==> src/rtl/kbd_pkg.sv <==
`default_nettype none
// ============================================================================
//  Module   : kbd_pkg
//  Brief    : Shared constants, event layout and FSM encoding for the keyboard
//             debounce/event block. Optional macro: KBD_EVT_TSTAMP_EN.
//  Revision : 1.0 - initial release
// ============================================================================
package kbd_pkg;

    localparam int ROWS  = 9;
    localparam int COLS  = 10;
    localparam int ROW_W = 4;
    localparam int COL_W = 4;
    localparam int CNT_W = 2;
    localparam int KEYS  = ROWS * COLS;

    // Event layout: {[tstamp,] pressed, row, col}
    localparam int EVT_COL_LSB = 0;
    localparam int EVT_ROW_LSB = COL_W;
    localparam int EVT_PRS_BIT = COL_W + ROW_W;
    localparam int BASE_EW     = 1 + ROW_W + COL_W;

`ifdef KBD_EVT_TSTAMP_EN
    localparam int TS_W       = 16;
    localparam int EVT_TS_LSB = BASE_EW;
    localparam int EW         = BASE_EW + TS_W;
`else
    localparam int EW         = BASE_EW;
`endif

    typedef enum logic [0:0] {
        IDLE = 1'b0,
        EMIT = 1'b1
    } kbd_state_e;

    // Index of the lowest set bit; zero when nothing is set.
    function automatic logic [ROW_W-1:0] lowest_set(input logic [ROWS-1:0] v);
        logic [ROW_W-1:0] idx;
        idx = '0;
        for (int i = ROWS - 1; i >= 0; i--) begin
            if (v[i]) idx = ROW_W'(i);
        end
        return idx;
    endfunction

endpackage
`default_nettype wire

==> src/rtl/kbd_evt_fifo.sv <==
`default_nettype none
// ============================================================================
//  Module   : kbd_evt_fifo
//  Brief    : Synchronous event FIFO; a push into a full FIFO is taken when a
//             pop happens in the same cycle.
//  Revision : 1.0 - initial release
// ============================================================================
module kbd_evt_fifo #(
    parameter int WIDTH = 9,
    parameter int DEPTH = 8
) (
    input  logic             clk,
    input  logic             rst,
    input  logic             i_push,
    input  logic [WIDTH-1:0] i_data,
    input  logic             i_pop,
    output logic [WIDTH-1:0] o_data,
    output logic             o_empty,
    output logic             o_full
);

    localparam int c_aw = $clog2(DEPTH);

    logic [c_aw:0]      r_wptr;
    logic [c_aw:0]      r_rptr;
    logic [WIDTH-1:0]   r_mem [DEPTH];
    logic               w_empty;
    logic               w_full;
    logic               w_pop;
    logic               w_push;

    // Extra pointer MSB distinguishes full from empty when the indices match.
    assign w_empty = (r_wptr == r_rptr);
    assign w_full  = (r_wptr[c_aw] != r_rptr[c_aw]) &&
                     (r_wptr[c_aw-1:0] == r_rptr[c_aw-1:0]);
    assign w_pop   = i_pop && !w_empty;
    assign w_push  = i_push && (!w_full || w_pop);

    always_ff @(posedge clk) begin
        if (rst) begin
            r_wptr <= '0;
            r_rptr <= '0;
        end else begin
            if (w_push) r_wptr <= r_wptr + 1'b1;
            if (w_pop)  r_rptr <= r_rptr + 1'b1;
        end
    end

    always_ff @(posedge clk) begin
        if (w_push) r_mem[r_wptr[c_aw-1:0]] <= i_data;
    end

    assign o_data  = r_mem[r_rptr[c_aw-1:0]];
    assign o_empty = w_empty;
    assign o_full  = w_full;

endmodule
`default_nettype wire

==> src/rtl/kbd_debounce_event.sv <==
`default_nettype none
// ============================================================================
//  Module   : kbd_debounce_event
//  Brief    : Debounces the 9x10 key matrix from per-column samples and queues
//             key-down/key-up events. Optional macro: KBD_EVT_TSTAMP_EN.
//  Revision : 1.0 - initial release
// ============================================================================
module kbd_debounce_event
    import kbd_pkg::*;
#(
    parameter int DEB_FRAMES = 3,
    parameter int FIFO_DEPTH = 8
) (
    input  logic             clk,
    input  logic             rst,
    input  logic             col_valid,
    output logic             col_ready,
    input  logic [COL_W-1:0] col_idx,
    input  logic [ROWS-1:0]  col_rows,
    output logic             evt_valid,
    input  logic             evt_ready,
    output logic [EW-1:0]    evt_data,
    output logic [KEYS-1:0]  key_state,
    output logic             ovf,
    input  logic             ovf_clr
);

    localparam logic [CNT_W-1:0] c_deb_max = CNT_W'(DEB_FRAMES - 1);

    kbd_state_e       r_state;
    kbd_state_e       w_state_nxt;
    logic [KEYS-1:0]  r_key_state;
    logic [CNT_W-1:0] r_cnt [KEYS];
    logic [ROWS-1:0]  r_chg;
    logic [ROWS-1:0]  r_newv;
    logic [COL_W-1:0] r_col;
    logic             r_ovf;

    logic             w_accept;
    logic             w_sample;
    logic [ROWS-1:0]  w_cur_stable;
    logic [CNT_W-1:0] w_cur_cnt [ROWS];
    logic [ROWS-1:0]  w_chg;
    logic [ROW_W-1:0] w_row;
    logic [ROWS-1:0]  w_onehot;
    logic             w_push;
    logic             w_full;
    logic             w_empty;
    logic             w_drop;
    logic [EW-1:0]    w_evt;

    assign w_accept = col_valid && (r_state == IDLE);
    assign w_sample = w_accept && (col_idx < COL_W'(COLS));

    // Stable value and count of every row of the presented column.
    always_comb begin
        w_cur_stable = '0;
        for (int r = 0; r < ROWS; r++) w_cur_cnt[r] = '0;
        for (int c = 0; c < COLS; c++) begin
            if (col_idx == COL_W'(c)) begin
                for (int r = 0; r < ROWS; r++) begin
                    w_cur_stable[r] = r_key_state[c*ROWS + r];
                    w_cur_cnt[r]    = r_cnt[c*ROWS + r];
                end
            end
        end
    end

    generate
        for (genvar r = 0; r < ROWS; r++) begin : g_row
            assign w_chg[r] = w_sample && (col_rows[r] != w_cur_stable[r]) &&
                              (w_cur_cnt[r] == c_deb_max);
        end
    endgenerate

    always_ff @(posedge clk) begin
        if (rst) begin
            r_key_state <= '0;
            for (int k = 0; k < KEYS; k++) r_cnt[k] <= '0;
        end else if (w_sample) begin
            for (int c = 0; c < COLS; c++) begin
                if (col_idx == COL_W'(c)) begin
                    for (int r = 0; r < ROWS; r++) begin
                        if (col_rows[r] == r_key_state[c*ROWS + r]) begin
                            r_cnt[c*ROWS + r] <= '0;
                        end else if (r_cnt[c*ROWS + r] == c_deb_max) begin
                            r_key_state[c*ROWS + r] <= col_rows[r];
                            r_cnt[c*ROWS + r]       <= '0;
                        end else begin
                            r_cnt[c*ROWS + r] <= r_cnt[c*ROWS + r] + 1'b1;
                        end
                    end
                end
            end
        end
    end

    assign w_row    = lowest_set(r_chg);
    assign w_onehot = ROWS'(1) << w_row;

    always_ff @(posedge clk) begin
        if (rst) begin
            r_state <= IDLE;
            r_chg   <= '0;
            r_newv  <= '0;
            r_col   <= '0;
        end else begin
            r_state <= w_state_nxt;
            if (r_state == IDLE) begin
                if (|w_chg) begin
                    r_chg  <= w_chg;
                    r_newv <= col_rows;
                    r_col  <= col_idx;
                end
            end else begin
                r_chg <= r_chg & ~w_onehot;
            end
        end
    end

    always_comb begin
        w_state_nxt = r_state;
        col_ready   = 1'b0;
        w_push      = 1'b0;
        case (r_state)
            IDLE: begin
                col_ready = 1'b1;
                if (|w_chg) w_state_nxt = EMIT;
            end
            EMIT: begin
                w_push = 1'b1;
                if ((r_chg & ~w_onehot) == '0) w_state_nxt = IDLE;
            end
            default: w_state_nxt = IDLE;
        endcase
    end

`ifdef KBD_EVT_TSTAMP_EN
    logic [TS_W-1:0] r_tstamp;

    // Counts completed scan frames; wraps naturally at 0xFFFF.
    always_ff @(posedge clk) begin
        if (rst) begin
            r_tstamp <= '0;
        end else if (w_accept && (col_idx == COL_W'(COLS - 1))) begin
            r_tstamp <= r_tstamp + 1'b1;
        end
    end

    assign w_evt = {r_tstamp, r_newv[w_row], w_row, r_col};
`else
    assign w_evt = {r_newv[w_row], w_row, r_col};
`endif

    kbd_evt_fifo #(
        .WIDTH (EW),
        .DEPTH (FIFO_DEPTH)
    ) u_fifo (
        .clk     (clk),
        .rst     (rst),
        .i_push  (w_push),
        .i_data  (w_evt),
        .i_pop   (evt_ready),
        .o_data  (evt_data),
        .o_empty (w_empty),
        .o_full  (w_full)
    );

    // A full FIFO is never empty, so evt_ready alone means a real pop.
    assign w_drop = w_push && w_full && !evt_ready;

    always_ff @(posedge clk) begin
        if (rst) begin
            r_ovf <= 1'b0;
        end else if (w_drop) begin
            r_ovf <= 1'b1;
        end else if (ovf_clr) begin
            r_ovf <= 1'b0;
        end
    end

    assign evt_valid = !w_empty;
    assign key_state = r_key_state;
    assign ovf       = r_ovf;

endmodule
`default_nettype wire
==> config.mk <==
export PLATFORM = sky130hd
export DESIGN_NAME = kbd_debounce_event
export DESIGN_NICKNAME = d
export VERILOG_FILES = /design/src/rtl/kbd_pkg.sv /design/src/rtl/kbd_evt_fifo.sv /design/src/rtl/kbd_debounce_event.sv
export SDC_FILE = /design/constraint.sdc
export NUM_CORES = 1
export LEC_CHECK = 0
export ABC_AREA = 1
export BUFFER_PORTS_ARGS = -buffer_cell sky130_fd_sc_hd__buf_2
export CAP_MARGIN = 20
export CORE_MARGIN = 2
export CORE_UTILIZATION = 60
export CTS_BUF_LIST = sky130_fd_sc_hd__clkbuf_4
export DETAILED_ROUTE_END_ITERATION = 8
export PLACE_DENSITY = 0.83
export SYNTH_ARGS = -nofsm -noshare
export SYNTH_HDL_FRONTEND = slang
export SYNTH_HIERARCHICAL = 1
export SYNTH_SLANG_ARGS = --single-unit
==> constraint.sdc <==
create_clock -name clk -period 3.3 [get_ports clk]
set_input_delay 0.66 -clock clk [delete_from_list [all_inputs] [get_ports clk]]
set_output_delay 0.66 -clock clk [all_outputs]
set_load 0.005 [all_outputs]
Word level (Yosys, flattened, before mapping)
Memory sizes are Yosys's and may differ from the RTL's. A register that Yosys moved wholly into a read port is not among the register bits.
Cells that the tools add are included.
{"block": "totals", "reg_bits": 122, "ram_bits": 252, "out_inout_bits": 102, "mem_count": 2}
{"name": "r_cnt", "depth": 90, "word_bits": 2, "rd": 90, "rd_ports_with_merged_regs": 0, "write_ports": 90, "line": "kbd_debounce_event.sv:33", "source": "logic [CNT_W-1:0] r_cnt [KEYS];"}
{"name": "u_fifo.r_mem", "depth": 8, "word_bits": 9, "rd": 1, "rd_ports_with_merged_regs": 1, "write_ports": 1, "line": "kbd_evt_fifo.sv:26", "source": "logic [WIDTH-1:0] r_mem [DEPTH];"}
{"block": "classes", "add_sub_neg": 92, "order_cmp": 2, "n_eq_ne": 210, "n_shift": 1, "n_mux": 1846, "bitwise_logic": 363, "n_reduce_logical": 125}
{"op": "$mux W1", "count": 1541}
{"op": "$mux W2", "count": 270}
{"op": "$reduce_and A4 Y1", "count": 90}
{"op": "$or A1 B1 Y1", "count": 270}
{"op": "$eq A2 B2 Y1 const B", "count": 99}
{"op": "$add A2 B1 Y2 const B", "count": 90}
{"op": "$mux W18", "count": 10}
{"op": "$mux W9", "count": 12}
{"op": "$not A1 Y1", "count": 91}
{"op": "$eq A1 B1 Y1", "count": 90}
{"op": "$mux W4", "count": 9}
{"op": "$logic_and A1 B1 Y1", "count": 25}
{"op": "$eq A4 B3 Y1 const B", "count": 4}
{"op": "$ne A1 B1 Y1", "count": 10}
{"op": "$and A9 B9 Y9", "count": 1}
{"op": "$logic_not A9 Y1", "count": 1}
{"op": "$not A9 Y9", "count": 1}
{"op": "$reduce_or A9 Y1", "count": 1}
{"op": "$shl A1 B4 Y9 const A", "count": 1}
{"op": "$add A4 B1 Y4 const B", "count": 2}
{"op": "$eq A4 B2 Y1 const B", "count": 2}
{"op": "$eq A4 B4 Y1 const B", "count": 2}
{"op": "$mux W3", "count": 2}
{"op": "$lt A4 B5 Y1 const B", "count": 1}
{"op": "11 further kinds", "count": 14}

Logic depth before layout (Yosys ltp)
Gate-level depths: netlist of the first run.
{"block": "logic_depth", "ltp_word": 17, "ltp_mapped": 21, "ltp_nobuf": 20}

By module
The synthesis of the first run kept the hierarchy.
{"mod": "kbd_debounce_event", "n_inst": 1, "cells_per_inst": 2140, "area_per_inst_um2": 16826.1, "seq_area_each_um2": 7687.4}
{"mod": "kbd_evt_fifo", "n_inst": 1, "cells_per_inst": 300, "area_per_inst_um2": 3423.3, "seq_area_each_um2": 2382.3}

Worst setup path after synthesis of the first run
Ideal clock, no wire load.
{"block": "synth_timing", "path_kind": "input to register", "startpoint": "input port col_idx[3]", "endpoint": "register r_newv[6]", "setup_time_ns": 0.116, "arrival_ns": 2.412, "required_time_ns": 3.184, "setup_slack_ns": 0.773, "stages": 18, "path_cell_list": "inv_2 -> nand2_2 -> buf_4 -> nor2_2 -> buf_4 -> buf_2 -> nand2_1 -> nand3_1 -> nand2_1 -> nand2_1 -> nand2_1 -> nor2_1 -> nor2_4 -> nand2_4 -> clkinv_4 -> buf_6 -> nor2_1 -> nor2_1"}
{"block": "synth_via", "elab_chain_len": 16, "elab_cells_between_ends": 70}
{"element": "start: declaration", "line": "kbd_debounce_event.sv:18", "source": "input logic [COL_W-1:0] col_idx,"}
{"element": "$logic_not A4 Y1", "line": "kbd_debounce_event.sv:60", "source": "if (col_idx == COL_W'(c)) begin"}
{"element": "$mux W9 (10 in series)", "line": "kbd_debounce_event.sv:60"}
{"element": "$ne A1 B1 Y1", "line": "kbd_debounce_event.sv:71", "source": "assign w_chg[r] = w_sample && (col_rows[r] != w_cur_stable[r]) &&"}
{"element": "$logic_and A1 B1 Y1 (2 in series)", "line": "kbd_debounce_event.sv:71"}
{"element": "$reduce_or A9 Y1 (*)", "line": "kbd_debounce_event.sv:110", "source": "if (|w_chg) begin"}
{"element": "$reduce_and A2 Y1 (no line) (*)"}
{"element": "end signal: assignment", "line": "kbd_debounce_event.sv:112", "source": "r_newv <= col_rows;"}
{"element": "end: declaration", "line": "kbd_debounce_event.sv:35", "source": "logic [ROWS-1:0] r_newv;"}
Mark *: on every way between the ends. The rest lies on a longest branch, timed or not.
A chain may end at the register's enable or synchronous reset.

==> run summary, run 1 <==
status - completed
switching pwr - 3.20 mW
sequential share of the synthesized area - 0.497
count of final setup violators - 0
Core Area - 33400 µm²
met3 Usage GRT - 0.0926
EDFF count, synth - 252
CP arrival - 2.36 ns
cell area power density - 482 nW/µm²
post-synthesis cell type count - 46
Worst Hold Class - input port to register
total CTS buffers - 98
die area - 35200 µm²
Max Clk Rate - 331 MHz
Port Buffers - 119
total of max-cap violations - 0
first-pass GRT wire length - 98.9 mm
Die Ht - 188 µm
Mapped Nets - 2550
htree depth - 3
internal power - 7.87 mW
initial antenna violation count - 2
Setup Fix Bufs, Post-CTS - 0
clock tree root driver cell - clkbuf_4
CTS max path bufs - 3
Filler Cells Inserted - 2687
Sink Count - 377
Cells after Synth - 2440
Area contributors post-synth - edfxtp_1 (37%), dfxtp_1 (12%), nand2_1 (8.2%)
WP data required - 2.64 ns
gpl congestion - 1.01
GR Util All Layers - 0.365
logic gate share of total power - 0.139
Syn-to-layout area delta - 13.4%
critical path endpoint - evt_data[3]
Syn Area/Cell - 8.30 µm²
DRT Pass-1 Iters - 6
YS warnings - 6
Layout Cells excl Fill - 3165
worst r2r src - r_state
placed cell area - 21700 µm²
Skew-Pair Late Insertion Delay - 0.84 ns
worst-path maximum fanout - 36
pre-CTS WS - -0.00335 ns
clock share of power - 0.373
biggest area consumer among synthesized cells - edfxtp_1
synthesized flop and latch total - 377
sequential power share - 0.488
Detailed Route Iter0 Violations - 2277
Clock Skew - 0.0526 ns
layout cell share with drive strength beyond 1 - 0.159
post-layout minimum cycle time - 3.02 ns
Tcrit/Tclk final - 0.914
top cell type's share of synthesized area - 0.374
final instance area - 23000 µm²
IO Pins - 120
Slew headroom - 0.328
unrepaired setup endpoints after global routing - no
grt peak-use layer - met2
fraction of registers with async set/reset - 0
ys flop type - edfxtp_1
LEAKAGE - 9.65 nW
Net Sw Frac - 0.289
DRC Markers - 0
vias in the first global route - 18100
via count - 19000
Post-Place Cells - 2980
Reg2Reg Depth - 8
DR vias/cell - 6.00
terminus of the critical flop-to-flop path - r_cnt[1][58]
# rows - 67
Crit Path Class - register to output port
Slew Viols, Final - 0
synthesized cell area - 20200 µm²
GRT met1 Usage - 0.480
CP Launch Type - register
overall power - 11.1 mW
Die W - 188 µm
WL final - 64.7 mm
CTS tree - yes
hold_ws - 0.0927 ns
Starting Density - 0.607
peak supply drop - 0.359 mV
Setup WS post-layout - 0.282 ns
global routing usage on met2 - 0.562
flop2flop setup slack - 0.55 ns
DP HPWL - 46.4 mm
crit end category - output port
DR WL/cell - 20.5 µm
GRT overflow - 0
Final nets - 2742
Post-CTS Hold Buffers - 0
Reg clk slew, reported paths - 0.08 ns
slew of the pin with the lowest slew margin - 1.00 ns
Hold Vio Cnt, Final - 0
Antenna Nets Post-Route - 0
largest net degree at the start of global routing - 49
-- sequential cells by signal, summed over array words and instances, names as in the netlist, named ones only --
signal,cells
r_newv,9
r_chg,9
u_fifo/r_rptr,4
ovf,1
r_col,4
u_fifo/r_wptr,4
key_state,90
r_state,1
r_cnt,180
u_fifo/r_mem,72
-- how the worst min path moves through the flow --
| stage | start | to | slack, ns | cells past startpoint |
|---|---|---|---|---|
| after floorplan | ovf | ovf | 0.46 | 2 |
| after global placement | ovf | ovf | 0.45 | 2 |
| after detailed placement | ovf | ovf | 0.47 | 2 |
| after CTS | ovf_clr | ovf | 0.04 | 4 |
| after global routing | ovf_clr | ovf | 0.05 | 4 |
| final | ovf_clr | ovf | 0.09 | 4 |
-- cells in the final DEF, fill, tap and decap left out, drive strengths merged, types with 2 or more instances in the layout --
cell    count
a31o        2
ha         92
dfxtp     125
xnor2       9
nor2      417
inv       273
buf       206
clkbuf    154
diode       2
a211oi      6
nand4      75
edfxtp    252
a31oi      11
nand3     148
o21ai     158
nor3       12
a311oi     22
nor4        6
o21a        4
or2        11
clkinv     31
xor2        9
nand3b     17
o211ai     35
a21oi     184
nand2     453
-- cells in the mapped netlist (17+ instances only) --
master and n:
ha_1 92, o211ai_1 35, dfxtp_1 125, a311oi_1 22
nor2_1 399, nand2_1 441, o21ai_0 142, clkbuf_1 78
nand4_1 73, edfxtp_1 252, a21oi_1 183, buf_2 20
nand3b_1 17, inv_1 256, nand3_1 146
-- stage by stage --
step	setup TNS [ns]	util
final	0	0.688
after global routing	0	0.688
after CTS	0	0.688
after detailed placement	-0.00335	0.650
after global placement	0	0.650
after floorplan	0	-
-- worst max-delay path, cell delays in order (launching register included) --
cell and delay (ns):
dfxtp_1 0.36, buf_4 0.36, o21ai_0 0.19, o21ai_0 0.18, a21oi_1 0.07, a31oi_1 0.20, buf_2 0.16
-- timing repair --
item,4_1_cts,5_1_grt
resized for setup,1,1
setup endpoints to repair,4,3
hold endpoints to repair,0,0
-- per-layer routing --
layer	vias to the layer above	share of wire
met4	0	0.047
li1	8704	-
met3	221	0.13
met5	-	0
met1	8834	0.37
met2	1245	0.45
-- kinds of logic (layout without fill, tap and decap cells) --
kind of cell | after synthesis | after routing | synth area share
simple gates | 1139 | 1139 | 0.245
flops | 377 | 377 | 0.497
buf+inv | 390 | 665 | 0.0773
other cells | 0 | 2 | 0
xor+xnor | 18 | 18 | 0.00816
compound gates | 424 | 424 | 0.116
fa+ha+maj | 92 | 92 | 0.0568
-- area by class of cell --
| class | count | area, µm² | area share |
|---|---|---|---|
| Sequential cell | 377 | 10100 | 0.438 |
| Multi-Input combinational cell | 1673 | 8620 | 0.375 |
| Timing Repair Buffer | 206 | 1390 | 0.0604 |
| Clock buffer | 154 | 1160 | 0.0503 |
| Inverter | 276 | 1040 | 0.0455 |
| Tap cell | 448 | 561 | 0.0244 |
| Clock inverter | 29 | 125 | 0.00545 |
| Antenna cell | 2 | 5.00 | 0.000218 |
-- power by group through the flow --
| stage | Combinational (mW) | Clock [mW] | Sequential [mW] |
|---|---|---|---|
| final | 1.54 | 4.13 | 5.40 |
| after CTS | 1.51 | 4.17 | 5.40 |
| after detailed placement | 1.50 | 0 | 5.50 |
| after floorplan | 1.01 | 0 | 5.44 |
| after global routing | 1.69 | 4.41 | 5.42 |
| after global placement | 1.44 | 0 | 5.49 |
(Power assumes the default switching activity.)
==> run 2, diff against run 1 <==
--- a/config.mk
+++ b/config.mk
@@ -5,11 +5,10 @@
 export SDC_FILE = /design/constraint.sdc
 export NUM_CORES = 1
 export LEC_CHECK = 0
-export ABC_AREA = 1
 export BUFFER_PORTS_ARGS = -buffer_cell sky130_fd_sc_hd__buf_2
 export CAP_MARGIN = 20
 export CORE_MARGIN = 2
-export CORE_UTILIZATION = 60
+export CORE_UTILIZATION = 58
 export CTS_BUF_LIST = sky130_fd_sc_hd__clkbuf_4
 export DETAILED_ROUTE_END_ITERATION = 8
 export PLACE_DENSITY = 0.83
==> constraint.sdc (replaced) <==
create_clock -name clk -period 2.57 [get_ports clk]
set_input_delay 0.514 -clock clk [delete_from_list [all_inputs] [get_ports clk]]
set_output_delay 0.514 -clock clk [all_outputs]
set_load 0.005 [all_outputs]
==> run 2 against run 1 <==
Net effect: the flow now finishes with violations (negative setup slack); clock power up 31%; worst setup slack worse by 0.56 ns; sequential power up 28%; synthesized cell count down 16%; via count down 6.5%; combinational power up 38%; critical path depth down 2; largest cell class unchanged; largest power group unchanged; highest routed layer unchanged.
==> run summary, run 2 <==
logic gate share of total power - 0.147
failing checks - negative setup slack
Worst Hold Class - input port to register
CP Launch Type - register
Net Sw Frac - 0.271
total CTS buffers - 97
top cell type's share of synthesized area - 0.366
largest net degree at the start of global routing - 77
DR vias/cell - 6.09
Syn Area/Cell - 10.1 µm²
switching pwr - 3.92 mW
IO Pins - 120
Tcrit/Tclk final - 1.11
Detailed Route Iter0 Violations - 1809
Hold Vio Cnt, Final - 0
Mapped Nets - 2166
vias in the first global route - 17300
via count - 17800
DRT Pass-1 Iters - 9
Area contributors post-synth - edfxtp_1 (37%), dfxtp_1 (12%), ha_1 (5.6%)
cell area power density - 585 nW/µm²
most common cell after layout, fill and taps aside - nor2_1
DP HPWL - 48.9 mm
initial antenna violation count - 2
DRC Markers - 0
slew of the pin with the lowest slew margin - 0.845 ns
critical path's largest stage delay - 0.49 ns
ys flop type - edfxtp_1
first-pass GRT wire length - 99.9 mm
Slew Viols, Final - 0
unrepaired setup endpoints after global routing - yes
WL final - 66.4 mm
CTS max path bufs - 3
Max Clk Rate - 351 MHz
fraction of registers with async set/reset - 0
CTS tree - yes
crit end category - output port
Crit Path Class - register to output port
layout cell share with drive strength beyond 1 - 0.255
Die W - 193 µm
Skew-Pair Late Insertion Delay - 0.82 ns
EDFF count, synth - 252
clock tree root driver cell - clkbuf_4
clock share of power - 0.376
worst-path maximum fanout - 4
biggest area consumer among synthesized cells - edfxtp_1
DR WL/cell - 22.7 µm
multiplexer area fraction after synthesis - 0.0781
YS warnings - 6
htree depth - 3
area of the multi-input gates - 9600 µm²
peak supply drop - 0.479 mV
synthesized flop and latch total - 377
internal power - 10.5 mW
die area - 37200 µm²
post-layout minimum cycle time - 2.85 ns
crit-path cells - clkbuf_16, mux4_2, mux2_2, buf_2
Starting Density - 0.585
Filler Cells Inserted - 2619
synthesized cell area - 20700 µm²
post-synthesis cell type count - 89
Setup WS post-layout - -0.282 ns
Die Ht - 193 µm
status - complete, but fails checks
max reg flops - 180
simple-gate area share of the yosys netlist - 0.175
Cells after Synth - 2056
Clock Skew - 0.0542 ns
most frequent cells in the layout - nor2_1 (262), edfxtp_1 (252), buf_4 (215), nand2_1 (208), clkbuf_4 (140)
Syn-to-layout area delta - 19.1%
adder-cell share of the synthesized area - 0.0556
Core Area - 35400 µm²
Post-Route Utilization - 0.697
pre-CTS WS - -0.644 ns
count of final setup violators - 31
xor and xnor area share after synthesis - 0.0415
most common cell in the synthesized netlist - nor2_1
# rows - 69
CP arrival - 2.34 ns
sequential share of the synthesized area - 0.486
sequential power share - 0.477
Port Buffers - 119
GRT overflow - 0
Reg clk slew, reported paths - 0.06 ns
Final nets - 2483
crit path max-delay cell type - mux4_2
Sink Count - 377
register area - 10100 µm²
post-synthesis compound-gate area fraction - 0.109
Antenna Nets Post-Route - 0
Synth top cells by count - nor2_1 (263), edfxtp_1 (252), nand2_1 (210), dfxtp_1 (125), o21ai_0 (109)
GR Util All Layers - 0.359
LEAKAGE - 10.1 nW
Top reg by flops - r_cnt
total of max-cap violations - 0
Slew headroom - 0.437
WP data required - 2.06 ns
gpl congestion - 1.00
main combinational cell family by area after synthesis - simple AND/OR/NAND/NOR gates
-- run 2: changes by cell type in the layout (fill, tap and decap cells not counted), sizes merged, moves of 24 or more --
cell	before	now
xnor2	9	96
nor2	417	267
mux2	0	27
nand4	75	3
inv	273	113
o211ai	35	11
mux4	0	25
or3	0	95
mux2i	0	75
o21ai	158	112
nand3	148	63
nand2	453	210
buf	206	351
a21oi	184	91
-- run 2: power by group through the flow --
stage | Sequential [mW] | Combinational [mW] | Clock (mW)
3_3_place_gp | 6.97 | 1.81 | 0
5_1_grt | 6.90 | 2.29 | 5.83
6_report | 6.89 | 2.12 | 5.42
4_1_cts | 6.87 | 2.00 | 5.47
3_5_place_dp | 6.99 | 1.87 | 0
2_1_floorplan | 6.90 | 1.23 | 0
-- run 2: area by class of cell --
class                   count  share of cell area
inverters                 108              0.0164
multi-input cells        1435               0.389
clock buffers             140              0.0426
well taps                 461              0.0234
flip-flops and latches    377               0.409
clock inverters            44              0.0101
diodes                      1            0.000101
repair buffers            354               0.109
-- run 2: final timing paths --
kind,startpoint,end,slack [ns],depth (start not counted)
max,register,evt_data[4],-0.28,4
min,evt_ready,ovf,0.05,3
max reg2reg,r_cnt[0][15],r_newv[4],-0.26,9
min reg2reg,r_newv[6],r_newv[6],0.46,2
-- run 2: layer usage --
metal	share of wire	global-route usage	vias to the layer above
li1	-	-	8038
met1	0.39	0.474	8530
met2	0.47	0.571	1025
met3	0.11	0.0738	181
met4	0.044	0.170	0
met5	0	0	-
-- run 2: critical path, delay by kind of cell (launching register included) --
kind | cells | cell delay (ns)
buffers and inverters | 2 | 0.31
multiplexers | 2 | 0.78
flip-flops | 1 | 0.44
-- run 2: timing repair --
| item | in CTS | in global routing |
|---|---|---|
| resized for setup | 15 | 14 |
| endpoints found under the setup margin | 31 | 33 |
| setup buffers | 3 | 0 |
| pin swaps | 5 | 0 |
| gates cloned | 4 | 2 |
| hold buffers | 1 | 0 |
| endpoints found under the hold margin | 1 | 0 |
-- run 2: cells by family (layout without fill, tap and decap cells) --
family,Yosys count,in the layout
compound gates,350,350
xor+xnor,98,98
fa+ha+maj,92,92
buf+inv,244,646
flops,377,377
mux,127,127
other cells,0,1
simple gates,768,768
-- run 2: per-stage QoR --
stage | setup TNS, ns | area (µm²) | cells | hold WS (ns) | power (mW)
floorplan | -0.713 | 20800 | 2056 | 0.437 | 8.12
global placement | -33.87 | 23100 | 2725 | 0.443 | 8.78
detailed placement | -44.31 | 23100 | 2725 | 0.456 | 8.87
CTS | -5.02 | 24600 | 2917 | 0.00314 | 14.3
global route | -8.59 | 24700 | 2920 | 0.0394 | 15.0
finish | -6.93 | 24700 | 2920 | 0.0502 | 14.4
